--- config.mk ---
export PLATFORM = sky130hd
export DESIGN_NAME = usb_rx_pkt_ctrl
export DESIGN_NICKNAME = d
export VERILOG_FILES = /design/src/rtl/usb_pkg.sv /design/src/rtl/usb_holdback.sv /design/src/rtl/usb_rx_pkt_ctrl.sv
export SDC_FILE = /design/constraint.sdc
export NUM_CORES = 1
export LEC_CHECK = 0
export CAP_MARGIN = 10
export CELL_PAD_IN_SITES_DETAIL_PLACEMENT = 0
export CELL_PAD_IN_SITES_GLOBAL_PLACEMENT = 1
export CORE_MARGIN = 4
export CORE_UTILIZATION = 35
export CTS_CLUSTER_DIAMETER = 150
export CTS_CLUSTER_SIZE = 12
export DETAILED_ROUTE_END_ITERATION = 8
export PLACE_DENSITY_LB_ADDON = 0.1
export SETUP_SLACK_MARGIN = 0.4
export SLEW_MARGIN = 40
export SYNTH_ARGS = -nofsm -noshare
export SYNTH_HDL_FRONTEND = slang
export SYNTH_SLANG_ARGS = --single-unit
--- constraint.sdc ---
create_clock -name clk -period 4 [get_ports clk]
set_input_delay 1.2 -clock clk [delete_from_list [all_inputs] [get_ports clk]]
set_output_delay 1.2 -clock clk [all_outputs]
set_load 0.1 [all_outputs]
--- src/rtl/usb_pkg.sv ---
// Shared types for the USB 1.1 receive packet controller: PID codes,
// PID classes, controller states and packet error codes.
package usb_pkg;

  localparam logic [3:0] PID_OUT   = 4'b0001;
  localparam logic [3:0] PID_IN    = 4'b1001;
  localparam logic [3:0] PID_SOF   = 4'b0101;
  localparam logic [3:0] PID_SETUP = 4'b1101;
  localparam logic [3:0] PID_DATA0 = 4'b0011;
  localparam logic [3:0] PID_DATA1 = 4'b1011;
  localparam logic [3:0] PID_ACK   = 4'b0010;
  localparam logic [3:0] PID_NAK   = 4'b1010;
  localparam logic [3:0] PID_STALL = 4'b1110;

  typedef enum logic [1:0] {
    CLS_TOKEN,
    CLS_DATA,
    CLS_HSHK,
    CLS_BAD
  } pid_class_t;

  typedef enum logic [2:0] {
    S_IDLE,
    S_CLASSIFY,
    S_TOKEN,
    S_DATA,
    S_HSHK,
    S_FLUSH,
    S_END
  } state_t;

  typedef enum logic [2:0] {
    ERR_NONE     = 3'd0,
    ERR_RX       = 3'd1,
    ERR_OVERFLOW = 3'd2,
    ERR_BAD_PID  = 3'd3,
    ERR_LEN      = 3'd4
  } err_t;

  function automatic pid_class_t pid_class(input logic [3:0] pid);
    case (pid)
      PID_OUT, PID_IN, PID_SOF, PID_SETUP: return CLS_TOKEN;
      PID_DATA0, PID_DATA1:                return CLS_DATA;
      PID_ACK, PID_NAK, PID_STALL:         return CLS_HSHK;
      default:                             return CLS_BAD;
    endcase
  endfunction

endpackage

--- src/rtl/usb_holdback.sv ---
// Two-entry delay line in front of the payload output register. A byte only
// reaches out_data once two younger bytes sit behind it, so the trailing
// CRC16 pair never leaves. flush drops the held bytes and any pending beat.
module usb_holdback (
  input  logic       clk,
  input  logic       n_rst,
  input  logic       push,
  input  logic [7:0] push_data,
  input  logic       flush,
  input  logic       out_ready,
  output logic [7:0] out_data,
  output logic       out_valid,
  output logic       full,
  output logic       shift_out
);

  logic [1:0] cnt_q, cnt_d;
  logic [7:0] e0_q, e0_d, e1_q, e1_d;
  logic [7:0] out_data_q, out_data_d;
  logic       out_valid_q, out_valid_d;

  assign full      = (cnt_q == 2'd2);
  assign shift_out = push && full;
  assign out_data  = out_data_q;
  assign out_valid = out_valid_q;

  // Retire the accepted beat, then shift any new byte through the line.
  always_comb begin
    // NOTE: every variable gets a default first so no path leaves it unassigned (no latch).
    cnt_d       = cnt_q;
    e0_d        = e0_q;
    e1_d        = e1_q;
    out_data_d  = out_data_q;
    out_valid_d = out_valid_q;
    if (out_valid_q && out_ready) out_valid_d = 1'b0;
    if (flush) begin
      cnt_d       = 2'd0;
      out_valid_d = 1'b0;
    end else if (push) begin
      case (cnt_q)
        2'd0: begin
          e0_d  = push_data;
          cnt_d = 2'd1;
        end
        2'd1: begin
          e1_d  = push_data;
          cnt_d = 2'd2;
        end
        default: begin
          out_data_d  = e0_q;
          out_valid_d = 1'b1;
          e0_d        = e1_q;
          e1_d        = push_data;
        end
      endcase
    end
  end

  // Control state and the visible output beat.
  always_ff @(posedge clk or negedge n_rst) begin
    // NOTE: sequential state uses non-blocking assignments so all flops update together.
    if (!n_rst) begin
      cnt_q       <= 2'd0;
      out_data_q  <= 8'h00;
      out_valid_q <= 1'b0;
    end else begin
      cnt_q       <= cnt_d;
      out_data_q  <= out_data_d;
      out_valid_q <= out_valid_d;
    end
  end

  // Held payload bytes.
  always_ff @(posedge clk) begin
    // NOTE: storage entries carry no reset; cnt_q alone says which of them are meaningful.
    e0_q <= e0_d;
    e1_q <= e1_d;
  end

endmodule

--- src/rtl/usb_rx_pkt_ctrl.sv ---
// Packet-level controller behind the usb11 receiver: classifies each packet,
// decodes token fields, streams data payload with CRC16 stripped and issues
// one pkt_done status pulse per packet.
module usb_rx_pkt_ctrl
  import usb_pkg::*;
#(
  parameter int MAX_DATA = 64,
  parameter int CNT_W    = $clog2(MAX_DATA + 1)
) (
  input  logic             clk,
  input  logic             n_rst,
  input  logic             rcving,
  input  logic             r_error,
  input  logic [3:0]       PID,
  input  logic             empty,
  input  logic             full,
  input  logic [7:0]       r_data,
  output logic             r_enable,
  input  logic [6:0]       dev_addr,
  output logic [7:0]       data_out,
  output logic             data_valid,
  input  logic             data_ready,
  output logic             tok_valid,
  output logic [3:0]       tok_pid,
  output logic [3:0]       tok_endp,
  output logic             hs_valid,
  output logic             pkt_done,
  output logic             pkt_err,
  output logic [2:0]       err_code,
  output logic [CNT_W-1:0] byte_cnt
);

  localparam logic [CNT_W-1:0] MAX_CNT = CNT_W'(MAX_DATA);

  state_t           state_q, state_d;
  err_t             err_q, err_d, fn_err, err_now;
  logic [3:0]       pid_q, pid_d;
  logic [1:0]       tcnt_q, tcnt_d;
  logic [7:0]       tok0_q, tok0_d;
  logic [2:0]       endp_hi_q, endp_hi_d;
  logic [CNT_W-1:0] pay_q, pay_d, dcnt_q, dcnt_d;
  logic             rcving_q;
  logic             tok_valid_q, tok_valid_d, hs_valid_q, hs_valid_d;
  logic             pkt_done_q, pkt_done_d, pkt_err_q, pkt_err_d;
  logic [3:0]       tok_pid_q, tok_pid_d, tok_endp_q, tok_endp_d;
  logic [2:0]       err_code_q, err_code_d;
  logic [CNT_W-1:0] byte_cnt_q, byte_cnt_d;
  logic             rcv_rise, accept, hb_push, hb_flush, hb_full, hb_shift;

  assign rcv_rise = rcving && !rcving_q;
  assign accept   = data_valid && data_ready;
  assign hb_push  = (state_q == S_DATA) && r_enable;
  assign hb_flush = (state_q != S_DATA) || (err_now != ERR_NONE);

  usb_holdback u_holdback (
    .clk       (clk),
    .n_rst     (n_rst),
    .push      (hb_push),
    .push_data (r_data),
    .flush     (hb_flush),
    .out_ready (data_ready),
    .out_data  (data_out),
    .out_valid (data_valid),
    .full      (hb_full),
    .shift_out (hb_shift)
  );

  // FIFO pop strobe; combinational so it can never outrun the empty flag.
  always_comb begin
    r_enable = 1'b0;
    case (state_q)
      S_TOKEN: r_enable = !empty && (tcnt_q != 2'd2);
      S_DATA:  r_enable = !empty && !(data_valid && !data_ready);
      S_FLUSH: r_enable = !empty;
      default: r_enable = 1'b0;
    endcase
  end

  // Packet FSM next state, error arbitration and end-of-packet status.
  always_comb begin
    state_d     = state_q;
    err_d       = err_q;
    pid_d       = pid_q;
    tcnt_d      = tcnt_q;
    tok0_d      = tok0_q;
    endp_hi_d   = endp_hi_q;
    pay_d       = pay_q;
    dcnt_d      = (accept && dcnt_q != MAX_CNT) ? dcnt_q + CNT_W'(1) : dcnt_q;
    tok_valid_d = 1'b0;
    hs_valid_d  = 1'b0;
    pkt_done_d  = 1'b0;
    pkt_err_d   = 1'b0;
    tok_pid_d   = tok_pid_q;
    tok_endp_d  = tok_endp_q;
    err_code_d  = err_code_q;
    byte_cnt_d  = byte_cnt_q;
    fn_err      = ERR_NONE;
    err_now     = ERR_NONE;

    case (state_q)
      S_IDLE: if (rcv_rise) state_d = S_CLASSIFY;
      S_CLASSIFY: begin
        err_d  = ERR_NONE;
        tcnt_d = 2'd0;
        pay_d  = '0;
        dcnt_d = '0;
        // PID is stable once a byte is queued or the packet has ended.
        if (!empty || !rcving) begin
          pid_d = PID;
          case (pid_class(PID))
            CLS_TOKEN: state_d = S_TOKEN;
            CLS_DATA:  state_d = S_DATA;
            CLS_HSHK:  state_d = S_HSHK;
            default:   fn_err  = ERR_BAD_PID;
          endcase
        end
      end
      S_TOKEN: begin
        if (r_enable) begin
          if (tcnt_q == 2'd0) tok0_d = r_data;
          else endp_hi_d = r_data[2:0];
          tcnt_d = tcnt_q + 2'd1;
        end else if (!empty) begin
          fn_err = ERR_LEN;
        end else if (!rcving) begin
          if (tcnt_q == 2'd2) state_d = S_END;
          else fn_err = ERR_LEN;
        end
      end
      S_DATA: begin
        if (hb_shift) begin
          if (pay_q == MAX_CNT) fn_err = ERR_LEN;
          else pay_d = pay_q + CNT_W'(1);
        end else if (empty && !rcving) begin
          // The two held bytes are the CRC16; finish once the last beat is taken.
          if (!hb_full) fn_err = ERR_LEN;
          else if (!data_valid || data_ready) state_d = S_END;
        end
      end
      S_HSHK: begin
        if (!empty) fn_err = ERR_LEN;
        else if (!rcving) state_d = S_END;
      end
      S_FLUSH: if (empty && !rcving) state_d = S_END;
      S_END:   state_d = rcv_rise ? S_CLASSIFY : S_IDLE;
      default: state_d = S_IDLE;
    endcase

    if (state_q inside {S_CLASSIFY, S_TOKEN, S_DATA, S_HSHK}) begin
      if (r_error)             err_now = ERR_RX;
      else if (full && rcving) err_now = ERR_OVERFLOW;
      else                     err_now = fn_err;
    end
    if (err_now != ERR_NONE) begin
      err_d   = err_now;
      state_d = S_FLUSH;
    end

    if (state_d == S_END) begin
      pkt_done_d = 1'b1;
      pkt_err_d  = (err_d != ERR_NONE);
      err_code_d = err_d;
      byte_cnt_d = dcnt_d;
      if (err_d == ERR_NONE) begin
        if (state_q == S_TOKEN) begin
          if (pid_q == PID_SOF || tok0_q[6:0] == dev_addr) begin
            tok_valid_d = 1'b1;
            tok_pid_d   = pid_q;
            tok_endp_d  = {endp_hi_q, tok0_q[7]};
          end
        end else if (state_q == S_HSHK) begin
          hs_valid_d = 1'b1;
          tok_pid_d  = pid_q;
        end
      end
    end
  end

  // State, packet context and registered status outputs.
  always_ff @(posedge clk or negedge n_rst) begin
    if (!n_rst) begin
      state_q     <= S_IDLE;
      err_q       <= ERR_NONE;
      pid_q       <= 4'h0;
      tcnt_q      <= 2'd0;
      tok0_q      <= 8'h00;
      endp_hi_q   <= 3'd0;
      pay_q       <= '0;
      dcnt_q      <= '0;
      // Treat rcving as already high so a reset mid-packet does not fake a packet start.
      rcving_q    <= 1'b1;
      tok_valid_q <= 1'b0;
      hs_valid_q  <= 1'b0;
      pkt_done_q  <= 1'b0;
      pkt_err_q   <= 1'b0;
      tok_pid_q   <= 4'h0;
      tok_endp_q  <= 4'h0;
      err_code_q  <= 3'd0;
      byte_cnt_q  <= '0;
    end else begin
      state_q     <= state_d;
      err_q       <= err_d;
      pid_q       <= pid_d;
      tcnt_q      <= tcnt_d;
      tok0_q      <= tok0_d;
      endp_hi_q   <= endp_hi_d;
      pay_q       <= pay_d;
      dcnt_q      <= dcnt_d;
      rcving_q    <= rcving;
      tok_valid_q <= tok_valid_d;
      hs_valid_q  <= hs_valid_d;
      pkt_done_q  <= pkt_done_d;
      pkt_err_q   <= pkt_err_d;
      tok_pid_q   <= tok_pid_d;
      tok_endp_q  <= tok_endp_d;
      err_code_q  <= err_code_d;
      byte_cnt_q  <= byte_cnt_d;
    end
  end

  assign tok_valid = tok_valid_q;
  assign hs_valid  = hs_valid_q;
  assign pkt_done  = pkt_done_q;
  assign pkt_err   = pkt_err_q;
  assign tok_pid   = tok_pid_q;
  assign tok_endp  = tok_endp_q;
  assign err_code  = err_code_q;
  assign byte_cnt  = byte_cnt_q;

endmodule

==> impl_metrics.ini, run 1 <==
[clock_network]
path_clk_slew_ns = 0.06
numCtsBuffers = 9
clock_path_buffers = 2
clock-root-buffer = clkbuf_16
cts_sinks = 87
worstSkewPairLatency_ns = 0.34
tritoncts = built
cts-htree-levels = 3

[setup_path]
crit_required_ns = 2.80
critPathBufInv = 3
crit_type = input pin to primary output
critical_path.slowest_cell = or2_1
cp_max_fo = 2
worstSetupStartpointType = input pin
rr_worst_depth = 6
crit_chain = dlygate4sd2_1 > nand3b_1 > a41oi_2 > or2_1 > inv_4 > buf_12
crit-reg2reg-launch = state_q[1]
arrival_ns = 2.28
ff2ff_setup_slack_ns = 1.14
cp_top_family = buffers and inverters
reg2reg_to = byte_cnt[0]
critPathMaxStageDelay_ns = 0.30
end_kind = primary output

[die]
design.die.area_um2 = 13350
ios = 58
rows = 39
dieHeight_um = 115.6
core_um2 = 11370
initial_core_util_pct = 35.61
die_w_um = 115.6

[detailed_routing]
drc = 0
ant_nets = 0
route.vias.total = 2751
via_per_inst = 5.029
firstDrtPassIters = 4
avgRoutedWirePerCell_um = 15.84
drt_wl_total_um = 8667
dr.first_iter.drc_count = 121

[power_and_ir_drop]
swShare_pct = 37.06
power.total_mw = 3.178
p_clk_share_pct = 27.6
switchingPower_mw = 1.178
power_per_cell_area_nw_per_um2 = 631.0
seqPwrFrac_pct = 37.2
p_int_mw = 2.000
p_comb_share_pct = 35.2
ir_drop_mv = 0.3265
leakagePower_nw = 2.267

[logic_synthesis]
ys_ff_latch = 87
synth_area_leaders = dfrtp_1 43%, edfxtp_1 12%, mux2_2 11%
synthesis.area_um2 = 4049
async_flop_share_pct = 81.61
synth_top_area_share_pct = 43.26
synthFlopType = dfrtp_1
yosysWarnings = 0
synthCells = 329
avgSynthCellArea_um2 = 12.31
synth_fp_nets = 362
ys_seq_area_share_pct = 55.78
synth_cell_types = 63
synth_top_area_cell = dfrtp_1
synth_edf_count = 16

[run]
drv_cap = 0

[hold_path]
whs_path_depth = 1
min_to = u_holdback.out_data[1]
min_from = u_holdback.e0_q[1]
hold_class = register to register

[layout]
layout_commonest_cell = dfrtp_1
antenna_cells = 0
layout-drive-gt1-share_pct = 28.96
fin_area_um2 = 5036
area_growth_pct = 24.38
finalNonFillerCells = 547
fin_nets = 432
final_cell_mix = 70 x dfrtp_1, 41 x mux2_2, 29 x nor2_1

[sta]
maxSlewHeadroom_pct = 53.09
hold_viol_final = 0
finalSetupViolCount = 0
fmax_mhz = 287.1
finalSetupTns_ns = 0
report.final.slew_viol_count = 0
period_needed_ns = 3.483
worst_pin_slew_ns = 0.7010
setup_slack_ns = 0.5165
finalClockSkew_ns = 0.006200
rsz0062_at_grt = false
finalCritPeriodShare_pct = 87.09

[grt]
antenna_found_initial = 0
grt_usage_pct = 14.29
grt_max_degree = 72
grt-ovfl-total = 0
grt_first_pass_wirelength_um = 14680
grt_pass1_vias = 2823

[placed_design]
dp_cells = 530
port-buffer-count = 57
placed_area_um2 = 4701
place_hpwl_um = 6185
gp_congestion = 0.7981
dp_slack_ns = 0.1571

[status]
status = complete, no violations
## power groups by stage
stage               Combinational (mW)  Clock (mW)  Sequential (mW)
finish                            1.12       0.878             1.18
global placement                  1.12           0             1.19
floorplan                        0.650           0             1.38
detailed placement                1.10           0             1.20
CTS                               1.12       0.909             1.18
global route                      1.21       0.947             1.21
## worst max path at each step
stage                          start          end  cells after the start
final                     data_ready     r_enable                      6
after global routing      data_ready     r_enable                      6
after CTS                      empty     r_enable                      4
after detailed placement      PID[1]  byte_cnt[3]                      8
after global placement        PID[1]  err_code[0]                      8
after floorplan           data_ready     r_enable                      6
## cells in the mapped netlist, drive strengths merged, types with 3 or more instances
| cell type | instances |
|---|---|
| dfrtp | 70 |
| mux2 | 48 |
| nor2 | 29 |
| nand2 | 17 |
| edfxtp | 16 |
| inv | 13 |
| xnor2 | 11 |
| xor2 | 9 |
| a21oi | 8 |
| buf | 8 |
| nand3 | 8 |
| o21ai | 8 |
| ha | 7 |
| nand4 | 7 |
| nor3 | 7 |
| nand2b | 6 |
| nor2b | 5 |
| and3 | 4 |
| nor4 | 4 |
| nor3b | 3 |
## state kept, by name (all words and copies together), names as in the netlist, 4 cells and up
signal,flops
u_holdback.e1_q,8
tok_endp,4
tok_pid,4
byte_cnt,7
pay_q,7
tok0_q,8
dcnt_q,7
u_holdback.e0_q,8
pid_q,4
u_holdback.out_data,8
## logic make-up after synthesis
family                     Yosys count  synth area share [%]
AOI/OAI and AO/OA                   40                 7.448
xor gates and xnor gates            20                 4.326
adders and majority gates            7                 2.163
buffers and inverters               23                 2.658
DFF                                 87                 55.78
muxes                               49                 13.60
and+or+nand+nor                    103                 14.03
## final cells by class
type | count | area (um2)
fillers | 1101 | 6334
flip-flops and latches | 87 | 2258
multi-input cells | 219 | 1708
repair buffers | 69 | 528.0
clock buffers | 10 | 229.0
well taps | 143 | 178.9
clock inverters | 6 | 82.58
inverters | 13 | 51.30
## layer usage
layer | wire length (um) | vias up | global-route usage, %
met4 | 172 | 0 | 7.042
met5 | 0 | - | 0
met2 | 3892 | 61 | 20.33
met3 | 419 | 13 | 2.507
li1 | - | 1328 | -
met1 | 4183 | 1349 | 20.94
## metrics by stage
step                      hold WS [ns]  utilization, %
after floorplan                 0.4539               -
after detailed placement        0.4635           41.34
after global routing            0.4860           44.29
after CTS                       0.4785           44.16
after global placement          0.4557           42.50
final                           0.4752           44.29
## what timing repair did
action                                  in CTS  in global routing
pin swaps                                    1                  1
endpoints found under the setup margin       1                 11
cloned                                       0                  0
buffers inserted                             1                  0
hold buffers                                 0                  0
gates resized for setup                      2                  3
(Power assumes the default switching activity.)
==> run 2, diff against run 1 <==
Settings changed: DONT_BUFFER_PORTS from default to 1.
==> impl_metrics.ini, run 2 (synthesized netlist as in run 1, its figures left out) <==
[clock_network]
cts-htree-levels = 3
cts_sinks = 87
hold_buffers = 0
tritoncts = built
worstSkewPairLatency_ns = 0.34
path_clk_slew_ns = 0.06
clock_path_buffers = 2
clock-root-buffer = clkbuf_16
numCtsBuffers = 9

[detailed_routing]
route.vias.total = 2495
via_per_inst = 5.123
dr.first_iter.drc_count = 118
firstDrtPassIters = 4
drc = 0
avgRoutedWirePerCell_um = 17.73
drt_wl_total_um = 8635
ant_nets = 0

[sta]
hold_viol_final = 0
maxSlewHeadroom_pct = 40.83
finalSetupViolCount = 0
worst_pin_slew_ns = 0.8875
report.final.slew_viol_count = 0
finalSetupTns_ns = 0
finalCritPeriodShare_pct = 83.37
finalClockSkew_ns = 0.005174
rsz0062_at_grt = false
period_needed_ns = 3.335
setup_slack_ns = 0.6653
fmax_mhz = 299.9

[power_and_ir_drop]
swShare_pct = 38.24
power_per_cell_area_nw_per_um2 = 654.5
power.total_mw = 3.016
p_clk_share_pct = 27.7
ir_drop_mv = 0.2892
seqPwrFrac_pct = 47.8
p_int_mw = 1.863
switchingPower_mw = 1.153
p_comb_share_pct = 24.5
leakagePower_nw = 1.919

[placed_design]
place_hpwl_um = 6070
dp_slack_ns = 0.4428
port-buffer-count = 0
gp_congestion = 0.8032
placed_area_um2 = 4290

[grt]
grt_first_pass_wirelength_um = 14650
grtUsageMet1_pct = 20.59
top_usage_layer = met1
grt_pass1_vias = 2618
met2_usage_pct = 20.22
grt_usage_pct = 14.42
grt_max_degree = 72
grt_util_met3_pct = 5.535
antenna_found_initial = 0
grt-ovfl-total = 0

[setup_path]
crit_chain = nand3b_1 > a41oi_1 > or2_4 > inv_2 > buf_12
arrival_ns = 2.13
worstSetupStartpointType = input pin
critical_path.slowest_cell = a41oi_1
crit_required_ns = 2.80
crit_type = input pin to primary output
cp_max_fo = 7
critPathMaxStageDelay_ns = 0.28
end_kind = primary output

[die]
rows = 39
die_w_um = 115.6
ios = 58
dieHeight_um = 115.6
core_um2 = 11370
design.die.area_um2 = 13350
initial_core_util_pct = 35.61

[run]
drv_cap = 0

[status]
status = complete, no violations

[layout]
antenna_cells = 0
layout-drive-gt1-share_pct = 30.81
fin_nets = 372
fin_area_um2 = 4608
layout_commonest_cell = dfrtp_1
area_growth_pct = 13.81
final_cell_mix = 46 x dfrtp_1, 41 x mux2_2, 29 x nor2_1

[hold_path]
hold_class = register to register
run 2: cell type report:
cell class,count,area [um2]
Sequential cell,87,2288
Timing Repair Buffer,9,96.34
Multi-Input combinational cell,219,1698
Clock buffer,9,225.2
Tap cell,143,178.9
Clock inverter,7,72.57
Fill cell,1075,6761
Inverter,13,48.80
run 2: critical path, delay by kind of cell:
| kind | cells | cell delay, ns |
|---|---|---|
| AND/OR/NAND/NOR | 2 | 0.37 |
| AO/OA/AOI/OAI | 1 | 0.28 |
| buffers and inverters | 2 | 0.28 |
run 2: final timing paths:
| kind | from | endpoint | slack [ns] | cells after the start |
|---|---|---|---|---|
| hold / removal | u_holdback.e0_q[4] | u_holdback.out_data[4] | 0.48 | 1 |
| setup / recovery | data_ready | r_enable | 0.67 | 5 |
| hold reg to reg | u_holdback.e0_q[4] | u_holdback.out_data[4] | 0.48 | 1 |
| setup reg to reg | state_q[2] | byte_cnt[2] | 1.03 | 6 |
| max in group asynchronous | n_rst | rcving_q | 3.23 | 0 |
| min in group asynchronous | n_rst | byte_cnt[1] | 0.55 | 0 |
run 2: timing repair:
| action | 4_1_cts | 5_1_grt |
|---|---|---|
| endpoints found under the setup margin | 0 | 1 |
| setup buffers | 0 | 0 |
| resized for setup | 0 | 2 |
run 2: layer usage:
metal	up-vias	wire [um]
met5	-	0
met4	0	106
met3	9	433
met2	34	3955
met1	1242	4140
li1	1210	-
run 2: per-stage QoR:
step	utilization, %	hold WS (ns)	std cells
after floorplan	-	0.4539	329
after global placement	37.35	0.4555	469
after detailed placement	37.74	0.4626	471
after CTS	40.35	0.4820	487
after global routing	40.53	0.4948	487
final	40.53	0.4784	487
run 2: power by group through the flow:
stage | clock [mW] | sequential, mW | combinational, mW
2_1_floorplan | 0 | 1.38 | 0.650
3_3_place_gp | 0 | 1.46 | 0.736
3_5_place_dp | 0 | 1.46 | 0.740
4_1_cts | 0.865 | 1.44 | 0.745
5_1_grt | 0.913 | 1.47 | 0.826
6_report | 0.837 | 1.44 | 0.739
